--- src/rtl/calc_pkg.sv ---
// Shared operator codes, FSM state encoding and default operand width
// for the calculator arithmetic stage.
package calc_pkg;

    localparam int DEFAULT_WIDTH = 8;

    localparam logic [2:0] OP_ADD  = 3'b000;
    localparam logic [2:0] OP_SUB  = 3'b001;
    localparam logic [2:0] OP_MUL  = 3'b010;
    localparam logic [2:0] OP_DIV  = 3'b011;
    localparam logic [2:0] OP_NONE = 3'b100;

    typedef enum logic [2:0] {
        ST_IDLE,
        ST_ADDSUB,
        ST_MUL,
        ST_DIV,
        ST_ERR
    } state_t;

endpackage

--- src/rtl/calc_engine_seq_muldiv.sv ---
// Iterative magnitude multiplier (shift-add) and restoring divider sharing
// one 2*WIDTH accumulator; done_o pulses after the last of WIDTH steps.
import calc_pkg::*;

module seq_muldiv #(
    parameter int WIDTH = DEFAULT_WIDTH
) (
    input  logic                 clk,
    input  logic                 rst_n,
    input  logic                 abort_i,
    input  logic                 start_i,
    input  logic                 isDiv_i,
    input  logic [WIDTH-1:0]     a_i,
    input  logic [WIDTH-1:0]     b_i,
    output logic                 done_o,
    output logic [2*WIDTH-1:0]   acc_o
);

    localparam int CW = $clog2(WIDTH + 1);
    localparam logic [CW-1:0] STEPS = CW'(WIDTH);

    logic [2*WIDTH-1:0] acc_q, acc_d;
    logic [WIDTH-1:0]   b_q;
    logic               isDiv_q;
    logic [CW-1:0]      cnt_q;
    logic               done_q;

    logic [WIDTH:0] mulSum;
    logic [WIDTH:0] divShift;
    logic [WIDTH:0] divTrial;

    // Multiply: upper half accumulates B, whole register shifts right.
    // Divide: upper half is the partial remainder, lower half fills with quotient bits.
    assign mulSum   = {1'b0, acc_q[2*WIDTH-1:WIDTH]} + {1'b0, b_q};
    assign divShift = acc_q[2*WIDTH-1:WIDTH-1];
    assign divTrial = divShift - {1'b0, b_q};

    always_comb begin
        acc_d = acc_q;
        if (isDiv_q) begin
            if (divTrial[WIDTH]) begin
                acc_d = {divShift[WIDTH-1:0], acc_q[WIDTH-2:0], 1'b0};
            end else begin
                acc_d = {divTrial[WIDTH-1:0], acc_q[WIDTH-2:0], 1'b1};
            end
        end else if (acc_q[0]) begin
            acc_d = {mulSum, acc_q[WIDTH-1:1]};
        end else begin
            acc_d = {1'b0, acc_q[2*WIDTH-1:1]};
        end
    end

    always_ff @(posedge clk or negedge rst_n) begin
        if (!rst_n) begin
            acc_q   <= '0;
            b_q     <= '0;
            isDiv_q <= 1'b0;
            cnt_q   <= '0;
            done_q  <= 1'b0;
        end else if (abort_i) begin
            cnt_q  <= '0;
            done_q <= 1'b0;
        end else begin
            done_q <= 1'b0;
            if (start_i) begin
                acc_q   <= {{WIDTH{1'b0}}, a_i};
                b_q     <= b_i;
                isDiv_q <= isDiv_i;
                cnt_q   <= STEPS;
            end else if (cnt_q != '0) begin
                acc_q <= acc_d;
                cnt_q <= cnt_q - CW'(1);
                if (cnt_q == CW'(1)) begin
                    done_q <= 1'b1;
                end
            end
        end
    end

    assign done_o = done_q;
    assign acc_o  = acc_q;

endmodule

--- src/rtl/calc_engine.sv ---
// Sign-magnitude calculator stage: operator latch, execute edge detect,
// one-cycle add/sub and iterative multiply/divide with divide-by-zero flag.
import calc_pkg::*;

module calc_engine #(
    parameter int WIDTH = DEFAULT_WIDTH
) (
    input  logic                 clk,
    input  logic                 rst_n,
    input  logic [WIDTH-1:0]     value_a,
    input  logic [WIDTH-1:0]     value_b,
    input  logic                 sign_a,
    input  logic                 sign_b,
    input  logic [2:0]           op,
    input  logic                 execute,
    input  logic                 clear,
    output logic [2*WIDTH-1:0]   result,
    output logic                 result_neg,
    output logic [WIDTH-1:0]     remainder,
    output logic [2:0]           op_latched,
    output logic                 busy,
    output logic                 done,
    output logic                 err_div0
);

    state_t             state_q;
    logic               exec_q;
    logic [2:0]         opLatched_q, opWork_q;
    logic [WIDTH-1:0]   aMag_q, bMag_q;
    logic               signA_q, signB_q;
    logic [2*WIDTH-1:0] result_q;
    logic               resultNeg_q;
    logic [WIDTH-1:0]   remainder_q;
    logic               busy_q, done_q, errDiv0_q;

    logic               startReq, startMd, mdDone;
    logic [2*WIDTH-1:0] mdAcc;
    logic               effSignB, addNeg, prodNeg, quotNeg;
    logic [WIDTH:0]     addMag;

    // Only codes 000..011 are real operators, so bit 2 set means nothing is armed.
    assign startReq = execute && !exec_q && (state_q == ST_IDLE) && !clear && !opLatched_q[2];
    assign startMd  = startReq && ((opLatched_q == OP_MUL) ||
                                   ((opLatched_q == OP_DIV) && (value_b != '0)));

    assign effSignB = signB_q ^ (opWork_q == OP_SUB);

    always_comb begin
        addMag = {1'b0, aMag_q} + {1'b0, bMag_q};
        addNeg = signA_q;
        if (signA_q != effSignB) begin
            if (aMag_q >= bMag_q) begin
                addMag = {1'b0, aMag_q - bMag_q};
                addNeg = signA_q;
            end else begin
                addMag = {1'b0, bMag_q - aMag_q};
                addNeg = effSignB;
            end
        end
        if (addMag == '0) begin
            addNeg = 1'b0;
        end
    end

    assign prodNeg = (signA_q ^ signB_q) && (mdAcc != '0);
    assign quotNeg = (signA_q ^ signB_q) && (mdAcc[WIDTH-1:0] != '0);

    seq_muldiv #(.WIDTH(WIDTH)) u_muldiv (
        .clk     (clk),
        .rst_n   (rst_n),
        .abort_i (clear),
        .start_i (startMd),
        .isDiv_i (opLatched_q == OP_DIV),
        .a_i     (value_a),
        .b_i     (value_b),
        .done_o  (mdDone),
        .acc_o   (mdAcc)
    );

    always_ff @(posedge clk or negedge rst_n) begin
        if (!rst_n) begin
            state_q     <= ST_IDLE;
            exec_q      <= 1'b0;
            opLatched_q <= OP_NONE;
            opWork_q    <= OP_NONE;
            aMag_q      <= '0;
            bMag_q      <= '0;
            signA_q     <= 1'b0;
            signB_q     <= 1'b0;
            result_q    <= '0;
            resultNeg_q <= 1'b0;
            remainder_q <= '0;
            busy_q      <= 1'b0;
            done_q      <= 1'b0;
            errDiv0_q   <= 1'b0;
        end else begin
            exec_q <= execute;
            done_q <= 1'b0;
            if (clear) begin
                state_q     <= ST_IDLE;
                opLatched_q <= OP_NONE;
                result_q    <= '0;
                resultNeg_q <= 1'b0;
                remainder_q <= '0;
                busy_q      <= 1'b0;
                errDiv0_q   <= 1'b0;
            end else begin
                if (op != OP_NONE) begin
                    opLatched_q <= op;
                end
                case (state_q)
                    ST_IDLE: begin
                        if (startReq) begin
                            aMag_q    <= value_a;
                            bMag_q    <= value_b;
                            signA_q   <= sign_a;
                            signB_q   <= sign_b;
                            opWork_q  <= opLatched_q;
                            busy_q    <= 1'b1;
                            errDiv0_q <= 1'b0;
                            if (opLatched_q == OP_MUL) begin
                                state_q <= ST_MUL;
                            end else if (opLatched_q == OP_DIV) begin
                                state_q <= (value_b == '0) ? ST_ERR : ST_DIV;
                            end else begin
                                state_q <= ST_ADDSUB;
                            end
                        end
                    end
                    ST_ADDSUB: begin
                        result_q    <= {{(WIDTH-1){1'b0}}, addMag};
                        resultNeg_q <= addNeg;
                        remainder_q <= '0;
                        done_q      <= 1'b1;
                        busy_q      <= 1'b0;
                        state_q     <= ST_IDLE;
                    end
                    ST_MUL: begin
                        if (mdDone) begin
                            result_q    <= mdAcc;
                            resultNeg_q <= prodNeg;
                            remainder_q <= '0;
                            done_q      <= 1'b1;
                            busy_q      <= 1'b0;
                            state_q     <= ST_IDLE;
                        end
                    end
                    ST_DIV: begin
                        if (mdDone) begin
                            result_q    <= {{WIDTH{1'b0}}, mdAcc[WIDTH-1:0]};
                            resultNeg_q <= quotNeg;
                            remainder_q <= mdAcc[2*WIDTH-1:WIDTH];
                            done_q      <= 1'b1;
                            busy_q      <= 1'b0;
                            state_q     <= ST_IDLE;
                        end
                    end
                    ST_ERR: begin
                        errDiv0_q   <= 1'b1;
                        result_q    <= '0;
                        resultNeg_q <= 1'b0;
                        remainder_q <= '0;
                        done_q      <= 1'b1;
                        busy_q      <= 1'b0;
                        state_q     <= ST_IDLE;
                    end
                    default: begin
                        busy_q  <= 1'b0;
                        state_q <= ST_IDLE;
                    end
                endcase
            end
        end
    end

    assign result     = result_q;
    assign result_neg = resultNeg_q;
    assign remainder  = remainder_q;
    assign op_latched = opLatched_q;
    assign busy       = busy_q;
    assign done       = done_q;
    assign err_div0   = errDiv0_q;

endmodule

--- config.mk ---
export PLATFORM = sky130hd
export DESIGN_NAME = calc_engine
export DESIGN_NICKNAME = d
export VERILOG_FILES = /design/src/rtl/calc_pkg.sv /design/src/rtl/calc_engine_seq_muldiv.sv /design/src/rtl/calc_engine.sv
export SDC_FILE = /design/constraint.sdc
export NUM_CORES = 1
export LEC_CHECK = 0
export CAP_MARGIN = 15
export CORE_ASPECT_RATIO = 2
export CORE_UTILIZATION = 56
export CTS_BUF_LIST = sky130_fd_sc_hd__clkbuf_8
export CTS_CLUSTER_DIAMETER = 200
export DETAILED_ROUTE_END_ITERATION = 16
export DONT_BUFFER_PORTS = 1
export GPL_TIMING_DRIVEN = 1
export PLACE_DENSITY = 0.68
export SYNTH_ARGS = -nofsm -noshare
export SYNTH_HDL_FRONTEND = slang
export SYNTH_SLANG_ARGS = --single-unit
--- constraint.sdc ---
create_clock -name clk -period 4.3 [get_ports clk]
set_input_delay 0.86 -clock clk [delete_from_list [all_inputs] [get_ports clk]]
set_output_delay 0.86 -clock clk [all_outputs]
set_load 0.05 [all_outputs]
# After elaboration in Yosys (flattened, before gate mapping)
# Index checks and enable logic that the tools add are counted.
dict set report word_totals {
  ff_bits 86
  output_inout_bits 31
  elab_cells 125
}
dict set report classes {
  addsub 6
  magnitude_cmp 1
  n_eq_ne 14
  mux 48
  bitwise 3
  n_reduce_logical 34
}
# operator count
set ops {}
lappend ops {{16-bit 2-to-1 mux} 8}
lappend ops {{16-bit case mux with 4 select lines} 1}
lappend ops {{8-bit 2-to-1 mux} 4}
lappend ops {{3-bit 2-to-1 mux} 8}
lappend ops {{8-bit case mux with 3 select lines} 1}
lappend ops {{8-bit by 8-bit adder with 9-bit output} 2}
lappend ops {{1-bit 2-to-1 mux} 17}
lappend ops {{16-bit nonzero test} 1}
lappend ops {{8-bit nonzero test} 2}
lappend ops {{8-bit subtractor} 2}
lappend ops {{3-bit by 2-bit equality test with 1-bit output (second input constant)} 4}
lappend ops {{4-bit 2-to-1 mux} 3}
lappend ops {{9-bit zero test} 1}
lappend ops {{9-bit 2-to-1 mux} 1}
lappend ops {{3-bit AND reduction} 3}
lappend ops {{9-bit by 8-bit subtractor with 9-bit output} 1}
lappend ops {{8-bit greater-or-equal comparator} 1}
lappend ops {{1-bit logical AND} 8}
lappend ops {{8-bit zero test} 1}
lappend ops {{2-bit AND reduction} 4}
lappend ops {{4-bit nonzero test} 2}
lappend ops {{3-bit by 1-bit equality test with 1-bit output (second input constant)} 2}
lappend ops {{3-bit by 2-bit != test with 1-bit output (second input constant)} 2}
lappend ops {{3-bit != test (second input constant)} 2}
lappend ops {{17 further kinds} 25}

# Depth between registers and ports, before layout
dict set report logic_depth {
  ltp_word 8
  depth_mapped 12
  depth_no_buf 12
}

# Modules after synthesis
# Synthesis repeated with hierarchy kept, for this count alone.
dict set report hier_totals {
  hier_cells 588
  area_unflattened_um2 5755.5
}
# mod instances cells_per_inst area_per_inst_um2 seq_area_each_um2
set by_module_without_submodules {}
lappend by_module_without_submodules {calc_engine 1 326 3442.1 1403.8}
lappend by_module_without_submodules {seq_muldiv 1 262 2313.5 750.7}

# Worst setup path before layout
# OpenSTA, ideal clock, no wires.
dict set report synth_timing {
  kind {flip-flop to flip-flop}
  startpoint {reg u_muldiv.acc_q[7], in the netlist u_muldiv.acc_o[7]}
  endpoint {reg u_muldiv.acc_q[8], in the netlist u_muldiv.acc_o[8]}
  setup_time_ns 0.072
  arrival_ns 2.710
  required_time_ns 4.228
  path_slack_ns 1.518
  stages_incl_launch_ff 13
  path_buffers 0
  path_cell_list {dfrtp_1 inv_1 ha_1 inv_1 fa_1 a21oi_1 o211ai_1 o31ai_1 xnor2_2 mux2_2 a211oi_1 a21oi_1 nor2_1}
}
dict set report synth_between {
  elab_chain_len 5
}
# item line
set synth_lines {}
lappend synth_lines {{start, declared} calc_engine_seq_muldiv.sv:22} ;# logic [2*WIDTH-1:0] acc_q, acc_d;
lappend synth_lines {{start signal, assigned} calc_engine_seq_muldiv.sv:66} ;# acc_q <= {{WIDTH{1'b0}}, a_i};
lappend synth_lines {{9-bit by 8-bit subtractor with 9-bit output} calc_engine_seq_muldiv.sv:36} ;# assign divTrial = divShift - {1'b0, b_q};
lappend synth_lines {{16-bit 2-to-1 mux *} calc_engine_seq_muldiv.sv:41} ;# if (divTrial[WIDTH]) begin
lappend synth_lines {{16-bit 2-to-1 mux *} calc_engine_seq_muldiv.sv:40} ;# if (isDiv_q) begin
lappend synth_lines {{16-bit 2-to-1 mux *} calc_engine_seq_muldiv.sv:70} ;# end else if (cnt_q != '0) begin
lappend synth_lines {{16-bit 2-to-1 mux *} calc_engine_seq_muldiv.sv:65} ;# if (start_i) begin
# Every way passes the cells marked *; elsewhere a longest branch is shown, timed or not. The select of a mux whose other input is x is not followed.
# A chain may end at the register's enable or synchronous reset.

# Worst setup path in the final report
# Same ends and word-level chain as after synthesis.

==> flow_metrics.py <==
metrics = {
    "status": {
        "status": "finished clean",
    },
    "setup_path": {
        "r2r_start": "u_muldiv.acc_o[7]$_DFFE_PN0P_",
        "start_kind": "register",
        "path_delay_family": "compound AO/OA/AOI/OAI gates",
        "ff2ff_setup_slack_ns": 1.12,
        "r2r-end": "u_muldiv.acc_o[8]$_DFFE_PN0P_",
        "critPathArrivalTime_ns": 3.47,
        "critPathMaxStageDelay_ns": 0.43,
        "critPathMaxFanout": 10,
        "worst-setup-path-type": "reg -> reg",
        "slowest_stage": "dfrtp_1",
        "cp_num_buf_inv": 2,
        "cp.required_ns": 4.58,
        "cp-end-kind": "register",
        "worstPathCellList": "inv_1 -> ha_1 -> inv_1 -> fa_1 -> a21oi_1 -> o211ai_1 -> o31ai_1 -> xnor2_2 -> mux2_2 -> a211oi_1 -> a21oi_1 -> nor2_1",
        "r2r_cells": 12,
    },
    "sta": {
        "fin_crit_sh": 0.7402,
        "finalCriticalPeriod_ns": 3.183,
        "tightest_slew_ns": 1.045,
        "slew_headroom": 0.2981,
        "rsz0062_at_grt": "false",
        "worst_slack_ns": 1.117,
        "report.final.slew_viol_count": 0,
        "fin_worst_skew_ns": 0.01083,
        "holdWs_ns": 0.1826,
        "fin_tns_setup_ns": 0,
        "fmax_mhz": 314.2,
        "hold_violations": 0,
        "setup_viol": 0,
    },
    "final_layout": {
        "syn_to_final_growth_pct": 5.978,
        "drive_gt1_frac": 0.1042,
        "n_antenna_cell": 0,
        "final_core_util": 0.6162,
        "nNetsFinal": 691,
    },
    "route": {
        "remaining_drc_errors": 0,
        "finalWirelength_um": 15600,
        "drt_first_pass_iters": 4,
        "routedWlPerCell_um": 20.63,
        "drtIter0Drc": 204,
        "drtAntennaViolNets": 0,
        "vias": 4673,
        "via_per_inst": 6.181,
    },
    "clock_network": {
        "cts_setup_buffers": 0,
        "insertion_delay_ns": 0.36,
        "hold_buffers": 0,
        "cts_buffers": 9,
        "ctsHtreeMaxLevel": 3,
        "cts.clk_slew.worst_paths_ns": 0.09,
        "post_cts_resized": 0,
        "root_buffer": "clkbuf_8",
        "cts_max_path_buffers": 2,
        "cts_sinks": 86,
        "cts_tree": "done",
    },
    "place": {
        "io_buffers": 0,
        "dp_hpwl_um": 11900,
        "pre_cts_slack_ns": 1.167,
        "place_congestion": 0.9524,
    },
    "yosys": {
        "yosysWarningCount": 0,
        "syn-num-nets": 700,
        "synth_top_area_frac": 0.3679,
        "post-synth-top-count-cell": "dfrtp_1",
        "synth_area_um2": 5714,
        "netlist_instances": 628,
        "avgSynthCellArea_um2": 9.099,
        "synth_cell_types": 67,
        "synthTopCellsByArea": "dfrtp_1 (37%), ha_1 (9.2%), nand2_1 (5.4%)",
        "ys_seq_area_frac": 0.3771,
        "netlist.top_cell.by_area": "dfrtp_1",
        "synth_commonest_cells": "dfrtp_1 (84), nand2_1 (82), o21ai_0 (54)",
        "synth_top_flop_cell": "dfrtp_1",
        "synth_edf_count": 0,
        "ys_seq_elements": 86,
        "synthArstFlopShare": 1.000,
    },
    "floorplanning": {
        "ios": 56,
        "dieHeight_um": 144.9,
        "placementRows": 51,
        "fp.dieArea_um2": 10640,
        "core_um2": 9827,
        "start_util": 0.5815,
        "die_w_um": 73.43,
    },
    "pwr": {
        "vdd_drop_max_v": 0.0004075,
        "cellLeakagePower_nw": 2.716,
        "power_density_nw_per_um2": 643.1,
    },
    "grt": {
        "grt_max_degree": 87,
        "grt_usage": 0.3169,
        "grt_overflow": 0,
        "grt_pass1_vias": 4757,
        "antenna_found_initial": 0,
        "grt_first_pass_wirelength_um": 24600,
    },
    "flow_run": {
        "cap_viol_max_count": 0,
    },
    "hold_path": {
        "holdCritPathClass": "in -> async",
    },
}
==> layout by cell type (no fill, tap or decap), types with 16 or more instances in the layout <==
cell | netlist | routed
mux2_2 | 22 | 22
ha_1 | 42 | 42
nor2_1 | 35 | 35
nand2_1 | 82 | 82
mux2i_1 | 16 | 16
nor3_1 | 22 | 22
dfrtp_1 | 84 | 84
a21oi_1 | 36 | 36
inv_1 | 42 | 42
o21ai_0 | 54 | 54
==> worst max-delay path by stage <==
| stage | start | endpoint | slack, ns | depth (start not counted) |
|---|---|---|---|---|
| after CTS | aMag_q[0]$_DFFE_PN0P_ | result_neg$_DFFE_PN0P_ | 1.14 | 12 |
| after global routing | u_muldiv.acc_o[7]$_DFFE_PN0P_ | u_muldiv.acc_o[8]$_DFFE_PN0P_ | 0.93 | 12 |
| after global placement | u_muldiv.acc_o[7]$_DFFE_PN0P_ | u_muldiv.acc_o[8]$_DFFE_PN0P_ | 1.19 | 12 |
| final | u_muldiv.acc_o[7]$_DFFE_PN0P_ | u_muldiv.acc_o[8]$_DFFE_PN0P_ | 1.12 | 12 |
| after floorplan | u_muldiv.acc_o[7]$_DFFE_PN0P_ | u_muldiv.acc_o[8]$_DFFE_PN0P_ | 1.52 | 12 |
| after detailed placement | aMag_q[0]$_DFFE_PN0P_ | result_neg$_DFFE_PN0P_ | 1.17 | 12 |
==> through the flow <==
stage          area [um2]  power (W)  cells
6_report             6056   0.003895    756
5_1_grt              6056   0.004151    756
4_1_cts              6033   0.003879    754
3_5_place_dp         5798   0.003199    738
3_3_place_gp         5798   0.003135    738
2_1_floorplan        5714   0.002684    628
==> state kept, by name, indices dropped and copies added (netlist names), 4 cells and up <==
signal	cells
bMag_q	8
u_muldiv.acc_o	16
result	16
u_muldiv.b_q	8
u_muldiv.cnt_q	4
remainder	8
aMag_q	8
==> cell families after synthesis <==
kind of cell	count (synthesis)	synth area share
AO/OA/AOI/OAI	165	0.1874
XOR/XNOR	20	0.03460
multiplexers	38	0.07138
AND/OR/NAND/NOR	204	0.1725
buffers and inverters	68	0.04751
adder cells (fa/ha/maj)	47	0.1095
flip-flops	86	0.3771
==> cell type report <==
class	count	area [um2]
Clock buffer	10	137.6
Timing Repair Buffer	6	52.55
Clock inverter	6	97.59
Multi-Input combinational cell	474	3291
Sequential cell	86	2155
Inverter	42	157.7
Tap cell	132	165.2
Fill cell	908	3771
==> metal layers <==
layer / vias up / global-route usage / routed length (um)
met5: - / 0 / 0
met4: 0 / 0.2500 / 1174
met3: 70 / 0.04917 / 613
met2: 134 / 0.5755 / 8569
met1: 2262 / 0.3086 / 5239
li1: 2207 / - / -
==> worst reg2reg max path, delay by kind of cell (launching register included) <==
kind | cells | cell delay (ns)
compound gates | 5 | 1.04
fa+ha+maj | 2 | 0.62
flops | 1 | 0.43
mux | 1 | 0.41
xor+xnor | 1 | 0.33
buf+inv | 2 | 0.18
simple gates | 1 | 0.11
==> where the power goes <==
part / total (W) / switching (W) / internal [W] / leakage (nW)
clock network: 0.000665 / 0.000312 / 0.000354 / 0.120
logic: 0.00196 / 0.00111 / 0.000843 / 1.51
registers: 0.00127 / 0.000314 / 0.000957 / 1.08
total: 0.00389 / 0.00174 / 0.00215 / 2.72
Power figures use the tool's default switching activity.
